<file path="src/rtl/cache_pkg.sv">
// Shared widths and FSM state encoding for the direct-mapped write-back cache controller.
package cache_pkg;

   localparam int ADDR_W = 16;
   localparam int DATA_W = 16;
   localparam int TAG_W  = 5;
   localparam int IDX_W  = 7;
   localparam int OFF_W  = 4;

   typedef enum logic [2:0] {
      IDLE,
      LOOKUP,
      WB,
      FILL,
      RESP
   } state_t;

endpackage

</file>
<file path="src/rtl/cache_tag_store.sv">
// Per-line valid/dirty/tag storage: combinational read port, one registered write port.
// Valid and dirty clear synchronously on rst; tags need no reset because valid gates them.
module cache_tag_store
   import cache_pkg::*;
#(
   parameter int TAG_BITS  = cache_pkg::TAG_W,
   parameter int IDX_BITS  = cache_pkg::IDX_W,
   parameter int NUM_LINES = 128
) (
   input  logic                clk,
   input  logic                rst,
   input  logic [IDX_BITS-1:0] rd_idx,
   output logic                rd_valid,
   output logic                rd_dirty,
   output logic [TAG_BITS-1:0] rd_tag,
   input  logic                wr_en,
   input  logic [IDX_BITS-1:0] wr_idx,
   input  logic                wr_valid,
   input  logic                wr_dirty,
   input  logic [TAG_BITS-1:0] wr_tag
);

   logic [NUM_LINES-1:0] valid;
   logic [NUM_LINES-1:0] dirty;
   logic [TAG_BITS-1:0]  tags [NUM_LINES];

   always_ff @(posedge clk) begin
      if (rst) begin
         valid <= '0;
         dirty <= '0;
      end else if (wr_en) begin
         valid[wr_idx] <= wr_valid;
         dirty[wr_idx] <= wr_dirty;
      end
   end

   always_ff @(posedge clk) begin
      if (wr_en) begin
         tags[wr_idx] <= wr_tag;
      end
   end

   assign rd_valid = valid[rd_idx];
   assign rd_dirty = dirty[rd_idx];
   assign rd_tag   = tags[rd_idx];

endmodule

</file>
<file path="src/rtl/cache_ctrl.sv">
// Direct-mapped write-back, write-allocate cache controller; hit completes 2 cycles after request.
// Misses write back a dirty victim word by word, then fill; each word waits for mem_ack.
module cache_ctrl
   import cache_pkg::*;
#(
   parameter int ADDR_W     = cache_pkg::ADDR_W,
   parameter int DATA_W     = cache_pkg::DATA_W,
   parameter int LINE_WORDS = 16,
   parameter int NUM_LINES  = 128
) (
   input  logic                                         clk,
   input  logic                                         rst,
   input  logic                                         cpu_req,
   input  logic                                         cpu_we,
   input  logic [ADDR_W-1:0]                            cpu_addr,
   input  logic [DATA_W-1:0]                            cpu_wdata,
   output logic [DATA_W-1:0]                            cpu_rdata,
   output logic                                         cpu_ready,
   output logic [$clog2(NUM_LINES)+$clog2(LINE_WORDS)-1:0] dary_addr,
   output logic                                         dary_we,
   output logic [DATA_W-1:0]                            dary_wdata,
   input  logic [DATA_W-1:0]                            dary_rdata,
   output logic                                         mem_req,
   output logic                                         mem_we,
   output logic [ADDR_W-1:0]                            mem_addr,
   output logic [DATA_W-1:0]                            mem_wdata,
   input  logic [DATA_W-1:0]                            mem_rdata,
   input  logic                                         mem_ack
);

   localparam int OFF_BITS = $clog2(LINE_WORDS);
   localparam int IDX_BITS = $clog2(NUM_LINES);
   localparam int TAG_BITS = ADDR_W - IDX_BITS - OFF_BITS;

   state_t              state;
   logic [OFF_BITS-1:0] k;
   logic [ADDR_W-1:0]   req_addr;
   logic                req_we;
   logic [DATA_W-1:0]   req_wdata;
   logic                wb_mem;   // WB word phase: 0 = array read issued, 1 = word on the bus
   logic                replay;   // first LOOKUP cycle after a fill only re-reads the array

   logic [TAG_BITS-1:0] req_tag;
   logic [IDX_BITS-1:0] req_idx;
   logic [OFF_BITS-1:0] req_off;
   logic                ts_valid, ts_dirty;
   logic [TAG_BITS-1:0] ts_tag;
   logic                ts_we, ts_wvalid, ts_wdirty;
   logic [TAG_BITS-1:0] ts_wtag;
   logic                hit, last, acked;

   assign req_tag = req_addr[ADDR_W-1 -: TAG_BITS];
   assign req_idx = req_addr[OFF_BITS +: IDX_BITS];
   assign req_off = req_addr[OFF_BITS-1:0];
   assign hit     = ts_valid && (ts_tag == req_tag);
   assign last    = (k == OFF_BITS'(LINE_WORDS - 1));
   assign acked   = mem_req && mem_ack;

   cache_tag_store #(
      .TAG_BITS  (TAG_BITS),
      .IDX_BITS  (IDX_BITS),
      .NUM_LINES (NUM_LINES)
   ) u_tag_store (
      .clk      (clk),
      .rst      (rst),
      .rd_idx   (req_idx),
      .rd_valid (ts_valid),
      .rd_dirty (ts_dirty),
      .rd_tag   (ts_tag),
      .wr_en    (ts_we),
      .wr_idx   (req_idx),
      .wr_valid (ts_wvalid),
      .wr_dirty (ts_wdirty),
      .wr_tag   (ts_wtag)
   );

   always_comb begin
      ts_we     = 1'b0;
      ts_wvalid = 1'b0;
      ts_wdirty = 1'b0;
      ts_wtag   = req_tag;
      if (state == LOOKUP && !replay && hit && req_we) begin
         ts_we     = 1'b1;
         ts_wvalid = 1'b1;
         ts_wdirty = 1'b1;
      end else if (state == WB && wb_mem && acked && last) begin
         // victim is gone once written back; its frame is about to be refilled
         ts_we = 1'b1;
      end else if (state == FILL && acked && last) begin
         ts_we     = 1'b1;
         ts_wvalid = 1'b1;
      end
   end

   // The array has one cycle of read latency, so the address leads the state that consumes the data.
   always_comb begin
      dary_addr  = {req_idx, req_off};
      dary_we    = 1'b0;
      dary_wdata = '0;
      case (state)
         IDLE:   dary_addr = cpu_addr[IDX_BITS+OFF_BITS-1:0];
         LOOKUP: begin
            if (!replay && hit && req_we) begin
               dary_we    = 1'b1;
               dary_wdata = req_wdata;
            end
         end
         WB:     dary_addr = {req_idx, k};
         FILL:   begin
            dary_addr = {req_idx, k};
            if (acked) begin
               dary_we    = 1'b1;
               dary_wdata = mem_rdata;
            end
         end
         default: ;
      endcase
   end

   // The array keeps re-reading {index, k} while the word waits on the bus, so the data is stable.
   assign mem_wdata = (state == WB && mem_req) ? dary_rdata : '0;

   always_ff @(posedge clk) begin
      if (rst) begin
         state     <= IDLE;
         k         <= '0;
         wb_mem    <= 1'b0;
         replay    <= 1'b0;
         req_addr  <= '0;
         req_we    <= 1'b0;
         req_wdata <= '0;
         cpu_rdata <= '0;
         cpu_ready <= 1'b0;
         mem_req   <= 1'b0;
         mem_we    <= 1'b0;
         mem_addr  <= '0;
      end else begin
         case (state)
            IDLE: begin
               if (cpu_req) begin
                  req_addr  <= cpu_addr;
                  req_we    <= cpu_we;
                  req_wdata <= cpu_wdata;
                  replay    <= 1'b0;
                  state     <= LOOKUP;
               end
            end
            LOOKUP: begin
               if (replay) begin
                  replay <= 1'b0;
               end else if (hit) begin
                  if (!req_we) begin
                     cpu_rdata <= dary_rdata;
                  end
                  cpu_ready <= 1'b1;
                  state     <= RESP;
               end else begin
                  k      <= '0;
                  wb_mem <= 1'b0;
                  state  <= (ts_valid && ts_dirty) ? WB : FILL;
               end
            end
            WB: begin
               if (!wb_mem) begin
                  wb_mem   <= 1'b1;
                  mem_req  <= 1'b1;
                  mem_we   <= 1'b1;
                  mem_addr <= {ts_tag, req_idx, k};
               end else if (mem_ack) begin
                  wb_mem  <= 1'b0;
                  mem_req <= 1'b0;
                  mem_we  <= 1'b0;
                  if (last) begin
                     k     <= '0;
                     state <= FILL;
                  end else begin
                     k <= k + 1'b1;
                  end
               end
            end
            FILL: begin
               if (!mem_req) begin
                  mem_req  <= 1'b1;
                  mem_we   <= 1'b0;
                  mem_addr <= {req_tag, req_idx, k};
               end else if (mem_ack) begin
                  if (last) begin
                     mem_req <= 1'b0;
                     k       <= '0;
                     replay  <= 1'b1;
                     state   <= LOOKUP;
                  end else begin
                     k        <= k + 1'b1;
                     mem_addr <= {req_tag, req_idx, k + 1'b1};
                  end
               end
            end
            RESP: begin
               cpu_ready <= 1'b0;
               state     <= IDLE;
            end
            default: state <= IDLE;
         endcase
      end
   end

endmodule
</file>
<file path="config.mk">
export PLATFORM = sky130hd
export DESIGN_NAME = cache_ctrl
export DESIGN_NICKNAME = d
export VERILOG_FILES = /design/src/rtl/cache_pkg.sv /design/src/rtl/cache_tag_store.sv /design/src/rtl/cache_ctrl.sv
export SDC_FILE = /design/constraint.sdc
export NUM_CORES = 1
export LEC_CHECK = 0
export ABC_AREA = 0
export CORE_ASPECT_RATIO = 1.2
export CORE_MARGIN = 2
export CORE_UTILIZATION = 30
export DETAILED_ROUTE_END_ITERATION = 8
export GPL_TIMING_DRIVEN = 0
export MAX_ROUTING_LAYER = met4
export SYNTH_ARGS = -nofsm -noshare
export SYNTH_HDL_FRONTEND = slang
export SYNTH_SLANG_ARGS = --single-unit
</file>
<file path="constraint.sdc">
create_clock -name clk -period 3.9 [get_ports clk]
set_input_delay 0.585 -clock clk [delete_from_list [all_inputs] [get_ports clk]]
set_output_delay 0.585 -clock clk [all_outputs]
set_load 0.02 [all_outputs]
</file>
==> metrics.txt, run 1 <==
clock skew=29.7 ps; Critical Path RT=3310 ps; Slew HR=9.06%; ys flop type=edfxtp_1; CTS root buffer=clkbuf_16; cell taking the most area after synthesis=edfxtp_1; adder-cell share of the synthesized area=0.0302%; max cap viols=0; GRT busiest layer=met2; simple-gate share of the synthesized area=8.80%; crit-path max FO=6; instance area at placement=45400 µm²; Logic pwr share=19.4%; Yosys warnings=0; Hold WC Path Type=input port to register; # DRC=0; Synth Area in XOR/XNOR=0.212%; Vias=30.4k; post-DR wirelength/cell=26.9 µm; top-area cell type share of the netlist area=46.4%; die width=343 µm; syn avg cell area=12.5 µm²; met2 usage=33.9%; number of synthesized register bits=980; vias in the first global route=29.3k; antenna-violating nets left=0; drt first pass iters=8; # placed instances=5266; sequential share of the synthesized area=62.9%; synth top area cells=edfxtp_1, dfxtp_1, mux4_2; DR iter-0 viols=3549; CP startpoint kind=register; static leakage=16.0 nW; later-pin clock latency in the skew report=710 ps; post-synthesis mux area share=11.5%; largest family of logic cells by synthesized area=compound AO/OA/AOI/OAI gates; met3 GRT Util=3.05%; clock network power share=36.1%; fin crit share=128%; port bufs=147; post-route setup slack=-1110 ps; Initial Util=30.2%; PwrDens=502 nW/µm²; Reg power frac=44.5%; syn nets=3369; Distinct cells, synth=62; Fin. Hold Viols=0; Non-Filler Instances=5536; CTS Buffer Depth=3; fmax=0.200 GHz; Mapped Cells=3299; violated checks=setup timing; outcome=finished, violations left; Top-Level Pins=148; Internal=18.6 mW; unrepaired setup endpoints after global routing=true; GRT overflow=0; Setup violations, final=936; fin area=52300 µm²; Synth Area in Compound Gates=13.7%; Critical Path End Type=primary output; Worst IR Drop VDD=0.396 mV; Clock Sinks=980; CTS tree=yes; CORE AREA=137000 µm²; CP Data Arrival Time=4420 ps; worst-margin pin slew=1360 ps; number of CTS-inserted buffers=94; final WL=149000 µm; area delta synth->final=26.3%; # nets final=3713; Detailed Place HPWL=105000 µm; first-pass GRT wire length=209000 µm; Slew Viols, Final=0; Switching Share=29.3%; Sw Pwr=7.69 mW; vias per std cell=5.50; largest net degree at the start of global routing=89; Post-synth EDFFs=640; asr flop ratio synth=0%; share of layout cells above drive strength 1=21.0%; antenna violations before repair=0; area of the mapped netlist=41400 µm²; H-tree level count=3; fin crit period=5010 ps; Rows=149; Worst-path clk slew=60 ps; met1 Track Usage GR=25.2%; die area=141000 µm²; routability cong.=1.04; dpl ws=-3180 ps; Total Routing Usage GR=21.1%; Die H=411 µm; critical path class=register to primary output
[cells in the final DEF (no fill, tap or decap), types with 21 or more instances in the layout]
master | netlist | routed
a221oi_1 | 21 | 21
mux4_2 | 149 | 149
mux2i_1 | 110 | 99
nand3_1 | 25 | 25
nand2_1 | 296 | 294
clkbuf_16 | 0 | 98
inv_1 | 25 | 24
a21oi_4 | 0 | 104
nor2b_1 | 146 | 143
o21ai_0 | 307 | 287
buf_4 | 5 | 57
nor3_1 | 27 | 24
buf_12 | 0 | 55
a21oi_1 | 206 | 92
buf_2 | 86 | 33
mux2_2 | 26 | 26
edfxtp_1 | 640 | 640
clkbuf_1 | 151 | 137
and2_1 | 22 | 22
buf_6 | 2 | 46
dfxtp_1 | 340 | 331
o21a_1 | 128 | 128
nor2_1 | 208 | 200
o21ai_1 | 120 | 122
clkdlybuf4s50_1 | 0 | 130
a22oi_1 | 86 | 76
[path summary, 6_finish.rpt]
path                             start  cells past startpoint  slack [ps]                                end
max                           register                     17       -1110                     dary_wdata[11]
min                       cpu_addr[12]                      3         420          req_addr[12]$_SDFFE_PP0P_
max reg2reg                   register                     21        -810  u_tag_store.tags[71][1]$_DFFE_PP_
min reg2reg  req_wdata[2]$_SDFFE_PP0P_                      2         450          req_wdata[2]$_SDFFE_PP0P_
[power groups by stage]
stage,sequential [mW],combinational [mW],clock [mW]
global placement,12.1,4.10,0
detailed placement,11.9,4.35,0
finish,11.7,5.11,9.48
floorplan,11.9,2.24,0
global route,11.7,5.26,9.92
CTS,11.7,4.80,9.54
[per-layer routing]
layer  up-vias  part of all wire [%]
met1     15227                    38
met4         0                   6.6
li1      13107                     -
met3       442                   7.9
met5         -                     0
met2      1664                    48
[flip-flops by register name, indices dropped and copies added, names as in the netlist, named ones only]
register / count
req_wdata: 16
u_tag_store.valid: 128
u_tag_store.dirty: 128
k: 4
mem_we: 1
mem_addr: 16
wb_mem: 1
state: 3
mem_req: 1
replay: 1
cpu_rdata: 16
req_we: 1
req_addr: 16
cpu_ready: 1
u_tag_store.tags: 640
[critical path, stage by stage (launching register included)]
cell and delay (ps):
dfxtp_4 370, buf_12 150, buf_16 190, buf_16 120
buf_8 90, mux4_2 540, o311ai_4 330, nor3_2 60
o211ai_1 140, nand4_1 160, buf_6 180, xor2_4 160
nor4_4 330, nand4_1 240, buf_6 220, clkbuf_16 170
o21ai_4 120, buf_6 130
[through the flow]
stage | util [%] | hold slack (ps) | total power, mW | setup TNS [ps]
final | 38.1 | 422 | 26.3 | -443120
after global routing | 38.1 | 434 | 26.9 | -525880
after CTS | 37.0 | 394 | 26.0 | -464480
after detailed placement | 33.1 | 452 | 16.2 | -2152270
after global placement | 32.9 | 444 | 16.2 | -2451700
after floorplan | - | 436 | 14.2 | -450
[synth_stat cells, drive strengths merged (7+ instances only)]
master and n:
a21oi 206, nand3 25, nor2 208, nand2 296, o21a 128, nor4 8
a22oi 86, a221oi 21, and3 9, inv 25, mux2i 110, buf 101
clkbuf 151, nor2b 146, a211oi 12, nor3 27, nand4 16, xor2 10
mux2 26, dfxtp 340, and2 22, nand2b 7, o211ai 14, mux4 149
o21ai 427, edfxtp 640, nor3b 9, a22o 9
[timing repair]
action                     in CTS  in global routing
setup buffers                  46                 44
setup endpoints to repair     958                954
hold buffers                    0                  0
pin swaps                      57                 73
gates resized for setup       501                198
cloned                          3                  1
[cell families (layout without fill, tap and decap cells)]
family,Yosys count,in the layout
other,0,1
AO/OA/AOI/OAI,957,957
buffers and inverters,279,703
adder cells (fa/ha/maj),1,1
multiplexers,285,285
AND/OR/NAND/NOR,787,787
flip-flops,980,980
XOR/XNOR,10,10
[area by class of cell]
| cell class | instances | area [µm²] |
|---|---|---|
| tap | 1812 | 2270 |
| sequential | 980 | 26100 |
| clock inverter | 42 | 478 |
| multi-input combinational | 2040 | 15900 |
| clock buffer | 134 | 2670 |
| fill | 13065 | 84900 |
| inverter | 27 | 108 |
| antenna | 1 | 2.50 |
| buffer | 251 | 1860 |
| timing repair buffer | 249 | 2930 |
Power figures use the tool's default switching activity.
==> inputs of run 2 (changes only) <==
- clock period: 3.9 -> 6.2 ns (I/O delays scaled with it)
==> metrics.txt, run 2 (synthesized netlist as in run 1, its figures left out) <==
CTS root buffer=clkbuf_16; DR iter-0 viols=3662 (+3.2%); fin area=49100 µm² (-6.0%); fin crit period=6210 ps; share of layout cells above drive strength 1=14.2% (-6.8 points); final WL=147000 µm (-1.0%); instance area at placement=45300 µm² (-0.12%); # DRC=0 (unchanged); CP startpoint kind=register; max cap viols=0 (unchanged); CORE AREA=137000 µm² (unchanged); # placed instances=5266 (unchanged); reg2reg start=req_addr[5]$_SDFFE_PP0P_; Worst R2R End=u_tag_store.tags[28][0]$_DFFE_PP_; GRT overflow=0 (unchanged); Detailed Place HPWL=106000 µm (+1.6%); fin crit share=100%; critical path class=register to primary output; Initial Util=30.2% (unchanged); outcome=finished, violations left; routability cong.=1.00 (-3.3%); Top-Level Pins=148 (unchanged); Slew Viols, Final=0 (unchanged); antenna-violating nets left=0 (unchanged); die width=343 µm (unchanged); Worst-path clk slew=70 ps (about the same); CTS Buffer Depth=3 (unchanged); Critical Path End Type=primary output; Min-Delay Endpoint=mem_addr[6]$_SDFFE_PP0P_; # fillers=13.4k (+2.6%); largest registers=u_tag_store.tags: 640 flops, u_tag_store.dirty: 128 flops, u_tag_store.valid: 128 flops; hold depth=2 (-1); drt first pass iters=7 (-1); Worst IR Drop VDD=0.223 mV (-44%); crit-path max cell delay=580 ps (+40 ps); Non-Filler Instances=5458 (-1.4%); PwrDens=337 nW/µm² (-33%); Die H=411 µm (unchanged); most frequent CP cell=buf_4; Setup violations, final=1 (-99.9%); Slew HR=3.30% (-5.8 points); CTS Hold Buffers Added=0 (unchanged); Worst Min Path Start=mem_addr[6]$_SDFFE_PP0P_; antenna violations before repair=2 (+2); chain of cells forming the critical path=buf_4, buf_4, inv_1, clkbuf_2, nand2_1, a21oi_1, nor4_4, xor2_1, a21oi_2, nor4_4, nand4_1, buf_4, clkbuf_4, buf_4, o21ai_0, clkbuf_2; delay-heaviest family, CP=buffers and inverters; Critical Path RT=5270 ps (+1960 ps); most common cell after layout, fill and taps aside=edfxtp_1; clock skew=43.5 ps (+13.8 ps); FF-to-FF setup slack=50 ps (+860 ps); Fin. Hold Viols=0 (unchanged); area delta synth->final=18.7%; post-DR wirelength/cell=27.0 µm (+0.41%); vias per std cell=5.46 (-0.79%); max FFs per register=640 (unchanged); worst-margin pin slew=1450 ps (+86.5 ps); post-route setup slack=-14.9 ps (+1090 ps); H-tree level count=3 (unchanged); CTS tree=yes; dpl ws=-1560 ps (+1610 ps); Max stage delay cell, worst path=nor4_4; port bufs=147 (unchanged); fmax=0.161 GHz; die area=141000 µm² (unchanged); Clock Sinks=980 (unchanged); Rows=149 (unchanged); Total Routing Usage GR=21.2% (+0.072 points); Worst Path Buf+Inv=8 (unchanged); most flop-heavy register=u_tag_store.tags; R2R depth=11 (-48%); CP Data Arrival Time=5280 ps (+860 ps); static leakage=15.2 nW (-5.3%); largest net degree at the start of global routing=93 (+4.5%); vias in the first global route=28.9k (-1.3%); # nets final=3630 (-2.2%); Vias=29.8k (-2.2%); violated checks=setup timing; later-pin clock latency in the skew report=730 ps (+20 ps); number of CTS-inserted buffers=98 (+4.3%); Hold WC Path Type=register to register; most frequent cells in the layout=edfxtp_1, dfxtp_1, o21ai_0; crit-path max FO=10 (+4); first-pass GRT wire length=209000 µm (-0.18%); final setup TNS=-14.9 ps (+443100 ps)
[run 2: routing by layer]
metal  global-route usage (%)  vias up  wire length [µm]
met5                        -        -                 0
met1                     25.8    14842             57600
met4                     11.0        0              8660
met3                     3.01      392             10900
met2                     34.1     1597             70100
li1                         -    12944                 -
[run 2: worst max path at each step]
stage | startpoint | end | depth (start not counted)
2_1_floorplan | register | dary_wdata[0] | 15
3_3_place_gp | register | dary_we | 14
3_5_place_dp | register | dary_we | 14
4_1_cts | register | dary_we | 16
5_1_grt | req_addr[5]$_SDFFE_PP0P_ | u_tag_store.tags[20][1]$_DFFE_PP_ | 11
6_report | register | dary_we | 16
[run 2: worst register-to-register path, stage by stage, from the launching register on]
cell	delay, ps
dfxtp_1	300
buf_2	160
buf_2	270
clkbuf_2	300
buf_2	300
clkbuf_1	540
nor3b_1	650
buf_1	900
clkbuf_2	680
clkbuf_1	590
nand2_1	310
a21oi_1	770
[run 2: timing repair]
item / CTS / global route
setup buffers: 6 / 1
setup endpoints to repair: 669 / 77
pin swaps: 5 / 1
gates resized for setup: 136 / 50
[run 2: layout make-up]
| class | count | area [µm²] | area share [%] |
|---|---|---|---|
| timing repair buffer | 162 | 1660 | 3.37 |
| multi-input combinational | 2040 | 14400 | 29.3 |
| sequential | 980 | 26000 | 53.0 |
| antenna | 4 | 10.0 | 0.0204 |
| inverter | 27 | 103 | 0.209 |
| clock buffer | 127 | 2710 | 5.51 |
| clock inverter | 55 | 662 | 1.35 |
| tap | 1812 | 2270 | 4.61 |
| buffer | 251 | 1300 | 2.65 |
[run 2: per-stage QoR]
step	hold slack, ps	total power [mW]	utilization [%]
detailed placement	450	10.2	33.0
global route	471	17.0	35.8
floorplan	436	8.92	-
global placement	445	10.2	32.9
CTS	459	16.5	35.8
finish	457	16.6	35.8
[run 2: power breakdown]
group / total [mW] / internal [mW] / switching, mW
clock network: 6.32 / 3.64 / 2.68
logic: 2.92 / 0.953 / 1.97
registers: 7.33 / 7.18 / 0.154
